===== src/rtl/sram_mem_controller_pkg.sv =====
`default_nettype none
// +----------------------------------------------------------------------------+
// | Package : sram_mem_controller_pkg                                           |
// | Purpose : Shared definitions for the SRAM memory controller: FSM state      |
// |           encoding, default parameter values and half-word select bits.     |
// | Revision: 1.0 - initial release                                             |
// +----------------------------------------------------------------------------+
package sram_mem_controller_pkg;

  localparam int unsigned DEF_DATA_LEN      = 32;
  localparam int unsigned DEF_SRAM_DATA_LEN = 16;
  localparam int unsigned DEF_SRAM_ADDR_LEN = 18;
  localparam int unsigned DEF_DATA_BASE     = 1024;
  localparam int unsigned DEF_WAIT_CYCLES   = 5;

  // Appended as the LSB of the SRAM half-word address.
  localparam logic HALF_LO = 1'b0;
  localparam logic HALF_HI = 1'b1;

  typedef enum logic [2:0] {
    S_IDLE  = 3'd0,
    S_RD_LO = 3'd1,
    S_RD_HI = 3'd2,
    S_WR_LO = 3'd3,
    S_WR_HI = 3'd4,
    S_DONE  = 3'd5
  } state_e;

  function automatic logic is_hi_phase(input state_e s);
    return (s == S_RD_HI) || (s == S_WR_HI);
  endfunction

  function automatic logic is_wr_phase(input state_e s);
    return (s == S_WR_LO) || (s == S_WR_HI);
  endfunction

endpackage
`default_nettype wire


===== src/rtl/sram_mem_controller_if.sv =====
`default_nettype none
// +----------------------------------------------------------------------------+
// | Interface: sram_mem_controller_if                                           |
// | Purpose  : Memory-stage request bus between the pipeline and the SRAM       |
// |            controller.                                                      |
// | Signals  : mem_r_en / mem_w_en  level load/store requests (held until ready)|
// |            alu_res              byte address                                |
// |            val_rm               store data                                  |
// |            ready                0 = freeze pipeline                         |
// |            mem_out              load result                                 |
// | Revision : 1.0 - initial release                                            |
// +----------------------------------------------------------------------------+
interface sram_mem_controller_if #(
  parameter int unsigned DATA_LEN = 32
) ();

  logic                mem_r_en;
  logic                mem_w_en;
  logic [DATA_LEN-1:0] alu_res;
  logic [DATA_LEN-1:0] val_rm;
  logic                ready;
  logic [DATA_LEN-1:0] mem_out;

  modport master (
    output mem_r_en, mem_w_en, alu_res, val_rm,
    input  ready, mem_out
  );

  modport slave (
    input  mem_r_en, mem_w_en, alu_res, val_rm,
    output ready, mem_out
  );

endinterface
`default_nettype wire


===== src/rtl/sram_mem_controller_wait_counter.sv =====
`default_nettype none
// +----------------------------------------------------------------------------+
// | Module  : sram_mem_controller_wait_counter                                  |
// | Purpose : Modulo-MODULUS phase timer with synchronous clear and enable.     |
// | Ports   : clk, rst_n  clock / async active-low reset                        |
// |           clr_i       force count to 0 (wins over en_i)                     |
// |           en_i        advance count, wrapping to 0 after MODULUS-1          |
// |           tc_o        count == MODULUS-1                                    |
// | Revision: 1.0 - initial release                                             |
// +----------------------------------------------------------------------------+
module sram_mem_controller_wait_counter #(
  parameter int unsigned MODULUS = 5
) (
  input  wire logic clk,
  input  wire logic rst_n,
  input  wire logic clr_i,
  input  wire logic en_i,
  output logic      tc_o
);

  localparam int unsigned CW = (MODULUS > 1) ? $clog2(MODULUS) : 1;

  logic [CW-1:0] count_q;
  logic [CW-1:0] count_d;

  assign tc_o = (count_q == CW'(MODULUS - 1));

  always_comb begin
    count_d = count_q;
    if (clr_i) begin
      count_d = '0;
    end else if (en_i) begin
      count_d = tc_o ? '0 : count_q + 1'b1;
    end
  end

  always_ff @(posedge clk or negedge rst_n) begin
    if (!rst_n) begin
      count_q <= '0;
    end else begin
      count_q <= count_d;
    end
  end

endmodule
`default_nettype wire


===== src/rtl/sram_mem_controller.sv =====
`default_nettype none
// +----------------------------------------------------------------------------+
// | Module  : sram_mem_controller                                               |
// | Purpose : Sequences 32-bit memory-stage loads/stores onto a 16-bit async    |
// |           SRAM as two half-word phases of WAIT_CYCLES cycles each.          |
// | Ports   : clk, rst_n        clock / async active-low reset                  |
// |           bus (slave)       pipeline request bus, ready = ~freeze           |
// |           sram_addr_o       half-word address                               |
// |           sram_dq_out_o     write data to pad                               |
// |           sram_dq_oe_o      1 = drive pad                                   |
// |           sram_dq_in_i      read data from pad                              |
// |           sram_we_n_o       active-low write strobe                         |
// | Revision: 1.0 - initial release                                             |
// +----------------------------------------------------------------------------+
module sram_mem_controller
  import sram_mem_controller_pkg::*;
#(
  parameter int unsigned DATA_LEN      = DEF_DATA_LEN,
  parameter int unsigned SRAM_DATA_LEN = DEF_SRAM_DATA_LEN,
  parameter int unsigned SRAM_ADDR_LEN = DEF_SRAM_ADDR_LEN,
  parameter int unsigned DATA_BASE     = DEF_DATA_BASE,
  parameter int unsigned WAIT_CYCLES   = DEF_WAIT_CYCLES
) (
  input  wire logic                     clk,
  input  wire logic                     rst_n,
  sram_mem_controller_if.slave          bus,
  output logic [SRAM_ADDR_LEN-1:0]      sram_addr_o,
  output logic [SRAM_DATA_LEN-1:0]      sram_dq_out_o,
  output logic                          sram_dq_oe_o,
  input  wire logic [SRAM_DATA_LEN-1:0] sram_dq_in_i,
  output logic                          sram_we_n_o
);

  localparam int unsigned WORD_W = SRAM_ADDR_LEN - 1;

  state_e              state_q, state_d;
  logic [WORD_W-1:0]   word_q, word_d;
  logic [DATA_LEN-1:0] data_q, data_d;
  logic [DATA_LEN-1:0] mem_out_q, mem_out_d;

  logic                w_ready;
  logic                w_cnt_en;
  logic                w_tc;
  logic                w_hi;
  logic                w_wr;
  logic [WORD_W-1:0]   w_req_word;

  // Offset from the data base wraps mod 2^DATA_LEN, then the word index is
  // truncated to the SRAM's word address range.
  assign w_req_word = WORD_W'((bus.alu_res - DATA_LEN'(DATA_BASE)) >> 2);

  sram_mem_controller_wait_counter #(
    .MODULUS (WAIT_CYCLES)
  ) u_wait_counter (
    .clk   (clk),
    .rst_n (rst_n),
    .clr_i (~w_cnt_en),
    .en_i  (w_cnt_en),
    .tc_o  (w_tc)
  );

  always_comb begin
    state_d   = state_q;
    word_d    = word_q;
    data_d    = data_q;
    mem_out_d = mem_out_q;
    w_ready   = 1'b0;
    w_cnt_en  = 1'b0;
    unique case (state_q)
      S_IDLE: begin
        w_ready = ~(bus.mem_r_en | bus.mem_w_en);
        // Store has priority when both enables are raised.
        if (bus.mem_w_en) begin
          state_d = S_WR_LO;
          word_d  = w_req_word;
          data_d  = bus.val_rm;
        end else if (bus.mem_r_en) begin
          state_d = S_RD_LO;
          word_d  = w_req_word;
        end
      end
      S_RD_LO: begin
        w_cnt_en = 1'b1;
        if (w_tc) begin
          mem_out_d[SRAM_DATA_LEN-1:0] = sram_dq_in_i;
          state_d                      = S_RD_HI;
        end
      end
      S_RD_HI: begin
        w_cnt_en = 1'b1;
        if (w_tc) begin
          mem_out_d[DATA_LEN-1:SRAM_DATA_LEN] = sram_dq_in_i;
          state_d                             = S_DONE;
        end
      end
      S_WR_LO: begin
        w_cnt_en = 1'b1;
        if (w_tc) state_d = S_WR_HI;
      end
      S_WR_HI: begin
        w_cnt_en = 1'b1;
        if (w_tc) state_d = S_DONE;
      end
      S_DONE: begin
        w_ready = 1'b1;
        state_d = S_IDLE;
      end
      default: state_d = S_IDLE;
    endcase
  end

  always_ff @(posedge clk or negedge rst_n) begin
    if (!rst_n) begin
      state_q   <= S_IDLE;
      word_q    <= '0;
      data_q    <= '0;
      mem_out_q <= '0;
    end else begin
      state_q   <= state_d;
      word_q    <= word_d;
      data_q    <= data_d;
      mem_out_q <= mem_out_d;
    end
  end

  assign w_hi = is_hi_phase(state_q);
  assign w_wr = is_wr_phase(state_q);

  // Pin outputs decode registered state only, so reset forces them at once.
  // WE_N rises on the phase's last cycle to give address/data hold time.
  assign sram_addr_o   = {word_q, (w_hi ? HALF_HI : HALF_LO)};
  assign sram_dq_out_o = w_hi ? data_q[DATA_LEN-1:SRAM_DATA_LEN] : data_q[SRAM_DATA_LEN-1:0];
  assign sram_dq_oe_o  = w_wr;
  assign sram_we_n_o   = ~(w_wr & ~w_tc);

  assign bus.ready   = w_ready;
  assign bus.mem_out = mem_out_q;

endmodule
`default_nettype wire


===== src/flat_wrapper.sv =====
// flat-port wrapper written by rule: the top's interface ports become plain ports
module sram_mem_controller_flat import sram_mem_controller_pkg::*;
#(
  parameter int unsigned DATA_LEN      = DEF_DATA_LEN,
  parameter int unsigned SRAM_DATA_LEN = DEF_SRAM_DATA_LEN,
  parameter int unsigned SRAM_ADDR_LEN = DEF_SRAM_ADDR_LEN,
  parameter int unsigned DATA_BASE     = DEF_DATA_BASE,
  parameter int unsigned WAIT_CYCLES   = DEF_WAIT_CYCLES
)
  (clk, rst_n, sram_addr_o, sram_dq_out_o, sram_dq_oe_o, sram_dq_in_i, sram_we_n_o, bus_mem_r_en, bus_mem_w_en, bus_alu_res, bus_val_rm, bus_ready, bus_mem_out);
  sram_mem_controller_if #(.DATA_LEN(DATA_LEN)) bus_i ();
  input  wire logic clk;
  input  wire logic rst_n;
  output logic [SRAM_ADDR_LEN-1:0] sram_addr_o;
  output logic [SRAM_DATA_LEN-1:0] sram_dq_out_o;
  output logic sram_dq_oe_o;
  input  wire logic [SRAM_DATA_LEN-1:0] sram_dq_in_i;
  output logic sram_we_n_o;
  input wire logic [$bits(bus_i.mem_r_en)-1:0] bus_mem_r_en;
  input wire logic [$bits(bus_i.mem_w_en)-1:0] bus_mem_w_en;
  input wire logic [$bits(bus_i.alu_res)-1:0] bus_alu_res;
  input wire logic [$bits(bus_i.val_rm)-1:0] bus_val_rm;
  output wire logic [$bits(bus_i.ready)-1:0] bus_ready;
  output wire logic [$bits(bus_i.mem_out)-1:0] bus_mem_out;
  assign bus_i.mem_r_en = bus_mem_r_en;
  assign bus_i.mem_w_en = bus_mem_w_en;
  assign bus_i.alu_res = bus_alu_res;
  assign bus_i.val_rm = bus_val_rm;
  assign bus_ready = bus_i.ready;
  assign bus_mem_out = bus_i.mem_out;
  sram_mem_controller #(.DATA_LEN(DATA_LEN), .SRAM_DATA_LEN(SRAM_DATA_LEN), .SRAM_ADDR_LEN(SRAM_ADDR_LEN), .DATA_BASE(DATA_BASE), .WAIT_CYCLES(WAIT_CYCLES)) u_core (.clk(clk), .rst_n(rst_n), .bus(bus_i), .sram_addr_o(sram_addr_o), .sram_dq_out_o(sram_dq_out_o), .sram_dq_oe_o(sram_dq_oe_o), .sram_dq_in_i(sram_dq_in_i), .sram_we_n_o(sram_we_n_o));
endmodule

===== config.mk =====
export PLATFORM = sky130hd
export DESIGN_NAME = sram_mem_controller_flat
export DESIGN_NICKNAME = d
export VERILOG_FILES = /design/src/rtl/sram_mem_controller_pkg.sv /design/src/rtl/sram_mem_controller_if.sv /design/src/rtl/sram_mem_controller_wait_counter.sv /design/src/rtl/sram_mem_controller.sv /design/src/flat_wrapper.sv
export SDC_FILE = /design/constraint.sdc
export NUM_CORES = 1
export LEC_CHECK = 0
export CAP_MARGIN = 20
export CORE_AREA = 2 2 97 99
export DETAILED_ROUTE_END_ITERATION = 10
export DIE_AREA = 0 0 99 101
export HOLD_SLACK_MARGIN = 0.1
export PLACE_DENSITY_LB_ADDON = 0.12
export SETUP_SLACK_MARGIN = 0.02
export SYNTH_ARGS = -nofsm -noshare
export SYNTH_HDL_FRONTEND = slang
export SYNTH_SLANG_ARGS = --single-unit

===== constraint.sdc =====
create_clock -name clk -period 2 [get_ports clk]
set_input_delay 0.3 -clock clk [delete_from_list [all_inputs] [get_ports clk]]
set_output_delay 0.3 -clock clk [all_outputs]
set_load 0.05 [all_outputs]

==> flow_results.xml <==
<?xml version="1.0" encoding="UTF-8"?>
<metrics>
  <group name="status">
    <metric name="status" unit="">complete, but fails checks</metric>
    <metric name="violations" unit="">setup timing</metric>
  </group>
  <group name="synthesis">
    <metric name="synthDistinctLibCells" unit="">42</metric>
    <metric name="synthesis.instances" unit="">264</metric>
    <metric name="post_synth_edffs" unit="">0</metric>
    <metric name="synth_sequential_area_ratio" unit="%">57.4</metric>
    <metric name="synth-seq-cells" unit="">87</metric>
    <metric name="postSynthAreaPerCell" unit="um^2">14.4</metric>
    <metric name="synth_top_flop_cell" unit="">dfrtp_1</metric>
    <metric name="syn-num-nets" unit="">351</metric>
    <metric name="yosys_warnings" unit="">0</metric>
    <metric name="synth_cell_area" unit="um^2">3790</metric>
    <metric name="asyncSetResetFlopFracSynth" unit="%">100</metric>
  </group>
  <group name="flow_run">
    <metric name="drv_cap" unit="">0</metric>
  </group>
  <group name="routing">
    <metric name="drt.antenna.violating_nets" unit="">0</metric>
    <metric name="finalWirelength" unit="um">8250</metric>
    <metric name="initial_drt_markers" unit="">56</metric>
    <metric name="route.detailed.vias_per_inst" unit="">5.02</metric>
    <metric name="number_of_drc_violations_after_detailed_routing" unit="">0</metric>
    <metric name="routed_wire_length_per_instance" unit="um">15.5</metric>
    <metric name="detailroute.via_count" unit="">2681</metric>
    <metric name="dr.pass1.iters" unit="">4</metric>
  </group>
  <group name="final_layout">
    <metric name="flow.area_growth_from_synthesis" unit="%">51.1</metric>
    <metric name="final_nets" unit="">505</metric>
    <metric name="diodes" unit="">0</metric>
    <metric name="layout-drive-gt1-share" unit="%">37.1</metric>
    <metric name="finish.instance_area" unit="um^2">5730</metric>
  </group>
  <group name="power_and_ir_drop">
    <metric name="peak_vdd_ir" unit="uV">1020</metric>
    <metric name="sw_frac_of_total" unit="%">45.3</metric>
    <metric name="power_density" unit="nW/um^2">1910</metric>
    <metric name="power.clock.fraction" unit="%">11.4</metric>
    <metric name="power_frac_comb" unit="%">61.2</metric>
    <metric name="total_power" unit="mW">11.0</metric>
    <metric name="part_of_the_power_in_registers" unit="%">27.5</metric>
    <metric name="internal_power" unit="mW">6.00</metric>
    <metric name="switching_power" unit="mW">4.97</metric>
    <metric name="p_leak" unit="nW">2.41</metric>
  </group>
  <group name="place">
    <metric name="gp_routability_congestion" unit="">0.754</metric>
    <metric name="post-place-ws" unit="ns">-0.0610</metric>
    <metric name="cell_area_after_placement" unit="um^2">5370</metric>
    <metric name="place.port_buffers" unit="">137</metric>
    <metric name="dp.final_hpwl" unit="um">5790</metric>
  </group>
  <group name="clock_tree">
    <metric name="insertion_delay" unit="ns">0.35</metric>
    <metric name="ctsHtreeMaxLevel" unit="">3</metric>
    <metric name="tritoncts" unit="">built</metric>
    <metric name="numCtsBuffers" unit="">9</metric>
    <metric name="cts.root.buffer_cell" unit="">clkbuf_8</metric>
    <metric name="cts_sink_count" unit="">87</metric>
    <metric name="cts.reportedPaths.clkPinSlew" unit="ns">0.09</metric>
    <metric name="clockBufferDepth" unit="">2</metric>
  </group>
  <group name="timing">
    <metric name="maxSlewViolCount" unit="">0</metric>
    <metric name="rsz0062_at_grt" unit="">yes</metric>
    <metric name="fin_tns_setup" unit="ns">-0.439</metric>
    <metric name="final_period_minus_worst_setup_slack" unit="ns">2.04</metric>
    <metric name="hold_slack" unit="ns">0.411</metric>
    <metric name="tcrit_tclk_final" unit="%">102</metric>
    <metric name="timing_worst_slew_pin_value" unit="ns">0.537</metric>
    <metric name="fmaxAchievable" unit="MHz">491</metric>
    <metric name="postLayoutSetupSlackWorst" unit="ns">-0.0367</metric>
    <metric name="hold_viol_final" unit="">0</metric>
    <metric name="clock-skew-final" unit="ns">0.0105</metric>
    <metric name="max-slew-margin-rel" unit="%">64.1</metric>
    <metric name="final-setup-viol-count" unit="">15</metric>
  </group>
  <group name="critical_path">
    <metric name="crit_path_dat" unit="ns">1.74</metric>
    <metric name="timing.critical_path.fanout_max" unit="">17</metric>
    <metric name="end_kind" unit="">output port</metric>
    <metric name="timing.critical_path.from_type" unit="">flip-flop</metric>
    <metric name="required" unit="ns">1.70</metric>
    <metric name="critPathKind" unit="">reg -&gt; out</metric>
  </group>
  <group name="global_routing">
    <metric name="remaining_global_route_overflow" unit="">0</metric>
    <metric name="antenna_violations_before_repair" unit="">0</metric>
    <metric name="met1_usage" unit="%">21.6</metric>
    <metric name="global_route.usage.total" unit="%">17.2</metric>
    <metric name="grt_first_pass_wirelength" unit="um">13500</metric>
    <metric name="global_route_met2_usage" unit="%">28.7</metric>
    <metric name="grt.busiest_layer" unit="">met2</metric>
    <metric name="grt_pass1_vias" unit="">2758</metric>
    <metric name="pin_count_of_the_biggest_net_entering_global_routing" unit="">60</metric>
    <metric name="m3_gr_usage" unit="%">4.02</metric>
  </group>
  <group name="floorplanning">
    <metric name="dieWidth" unit="um">99</metric>
    <metric name="dieArea" unit="um^2">10000</metric>
    <metric name="start_util" unit="%">42.3</metric>
    <metric name="num_ports" unit="">153</metric>
    <metric name="die_y" unit="um">101</metric>
    <metric name="floorplan.rows" unit="">35</metric>
    <metric name="core_area" unit="um^2">8980</metric>
  </group>
  <group name="hold_path">
    <metric name="holdCritPathClass" unit="">in -&gt; async</metric>
  </group>
</metrics>
[flip-flops by register name (all words and copies together), names as in the netlist]
name and count:
u_core.data_q 32, u_core.word_q 17, u_core.bus.mem_out 32, u_core.u_wait_counter.count_q 3, u_core.state_q 3
[path summary, 6_finish.rpt]
| path | from | end | slack [ns] | cells after the start |
|---|---|---|---|---|
| hold / removal | rst_n | u_core.data_q[26]$_DFFE_PN0P_ | 0.41 | 2 |
| max in group asynchronous | rst_n | u_core.state_q[0]$_DFFE_PN0P_ | 0.92 | 3 |
| min in group clk | u_core.u_wait_counter.count_q[0]$_DFF_PN0_ | u_core.u_wait_counter.count_q[0]$_DFF_PN0_ | 0.46 | 1 |
| hold reg to reg | u_core.u_wait_counter.count_q[0]$_DFF_PN0_ | u_core.u_wait_counter.count_q[0]$_DFF_PN0_ | 0.46 | 1 |
| setup / recovery | u_core.state_q[2]$_DFFE_PN0P_ | sram_dq_out_o[6] | -0.04 | 5 |
| setup reg to reg | u_core.state_q[1]$_DFFE_PN0P_ | u_core.word_q[0]$_DFFE_PN0P_ | 0.13 | 5 |
[power by group through the flow]
stage	sequential, mW	clock, mW	combinational, mW
after global placement	3.01	0	6.33
after CTS	3.01	1.29	6.66
final	3.01	1.24	6.71
after detailed placement	3.05	0	6.39
after global routing	3.13	1.37	7.02
after floorplan	4.48	0	2.85
[kinds of logic (layout without fill, tap and decap cells)]
kind of cell             count (synthesis)  in the layout  share of synthesized area (%)
buffers and inverters                   19            178                           3.13
AO/OA/AOI/OAI                           31             31                           5.18
AND/OR/NAND/NOR                         32             32                           6.23
adder cells (fa/ha/maj)                  3              3                          0.990
flip-flops                              87             87                           57.4
multiplexers                            89             89                           26.4
XOR/XNOR                                 3              3                          0.693
[cell usage in the layout, fill, tap and decap left out, types with 2 or more instances in the layout]
cell and instances:
dfrtp_1 85, nand2_2 2, dfrtp_2 2, clkdlybuf4s50_1 116
or3_1 3, nor2_4 3, buf_6 17, buf_12 10
mux2_2 85, mux2_1 2, or4_4 2, buf_4 14
nand2_1 4, clkinvlp_4 2, ha_1 3, a311oi_1 2
o31ai_1 2, o21ai_0 11, clkbuf_1 2, a21oi_1 5
nor2_1 4, inv_1 4, clkbuf_8 10, a31oi_1 4
nor2b_1 2
[area by class of cell]
cell class                      instances  area, um^2
Clock buffer                           12         145
Sequential cell                        87        2180
Clock inverter                          4        53.8
Fill cell                             720        3240
Multi-Input combinational cell        158        1530
Tap cell                              111         139
Inverter                                4        15.0
Timing Repair Buffer                  158        1670
[metal layers]
metal	vias up	routed length, um
met5	-	0
met4	0	109
met3	9	464
met2	85	4040
met1	1316	3640
li1	1271	-
[cell usage after synthesis, types with 3 or more instances]
cell type	count	share of area, %
mux2_2	86	26
o21ai_0	11	1.5
nor2_4	3	0.89
inv_1	4	0.40
nor2_1	5	0.49
buf_2	4	0.53
nand2_1	5	0.49
a21oi_1	6	0.79
dfrtp_1	87	57
or3_1	3	0.49
ha_1	3	0.99
a31oi_1	4	0.66
buf_4	7	1.4
[worst max-delay path, cell delays in order (launching register included)]
cell and delay [ns]:
dfrtp_2 0.45, xnor2_2 0.15, nor2_4 0.10, buf_12 0.17, mux2_2 0.36, buf_6 0.15
[per-stage QoR]
step	cells	utilization (%)
final	534	63.9
after global routing	534	63.9
after CTS	532	63.0
after detailed placement	512	59.8
after global placement	512	59.8
after floorplan	264	-
[repair_timing]
action | 4_1_cts | 5_1_grt
buffers inserted | 3 | 2
hold buffers | 1 | 0
setup endpoints to repair | 17 | 18
pin swaps | 1 | 3
resized for setup | 15 | 14
endpoints found under the hold margin | 28 | 0
No activity file was read; power rests on OpenSTA's default activity.
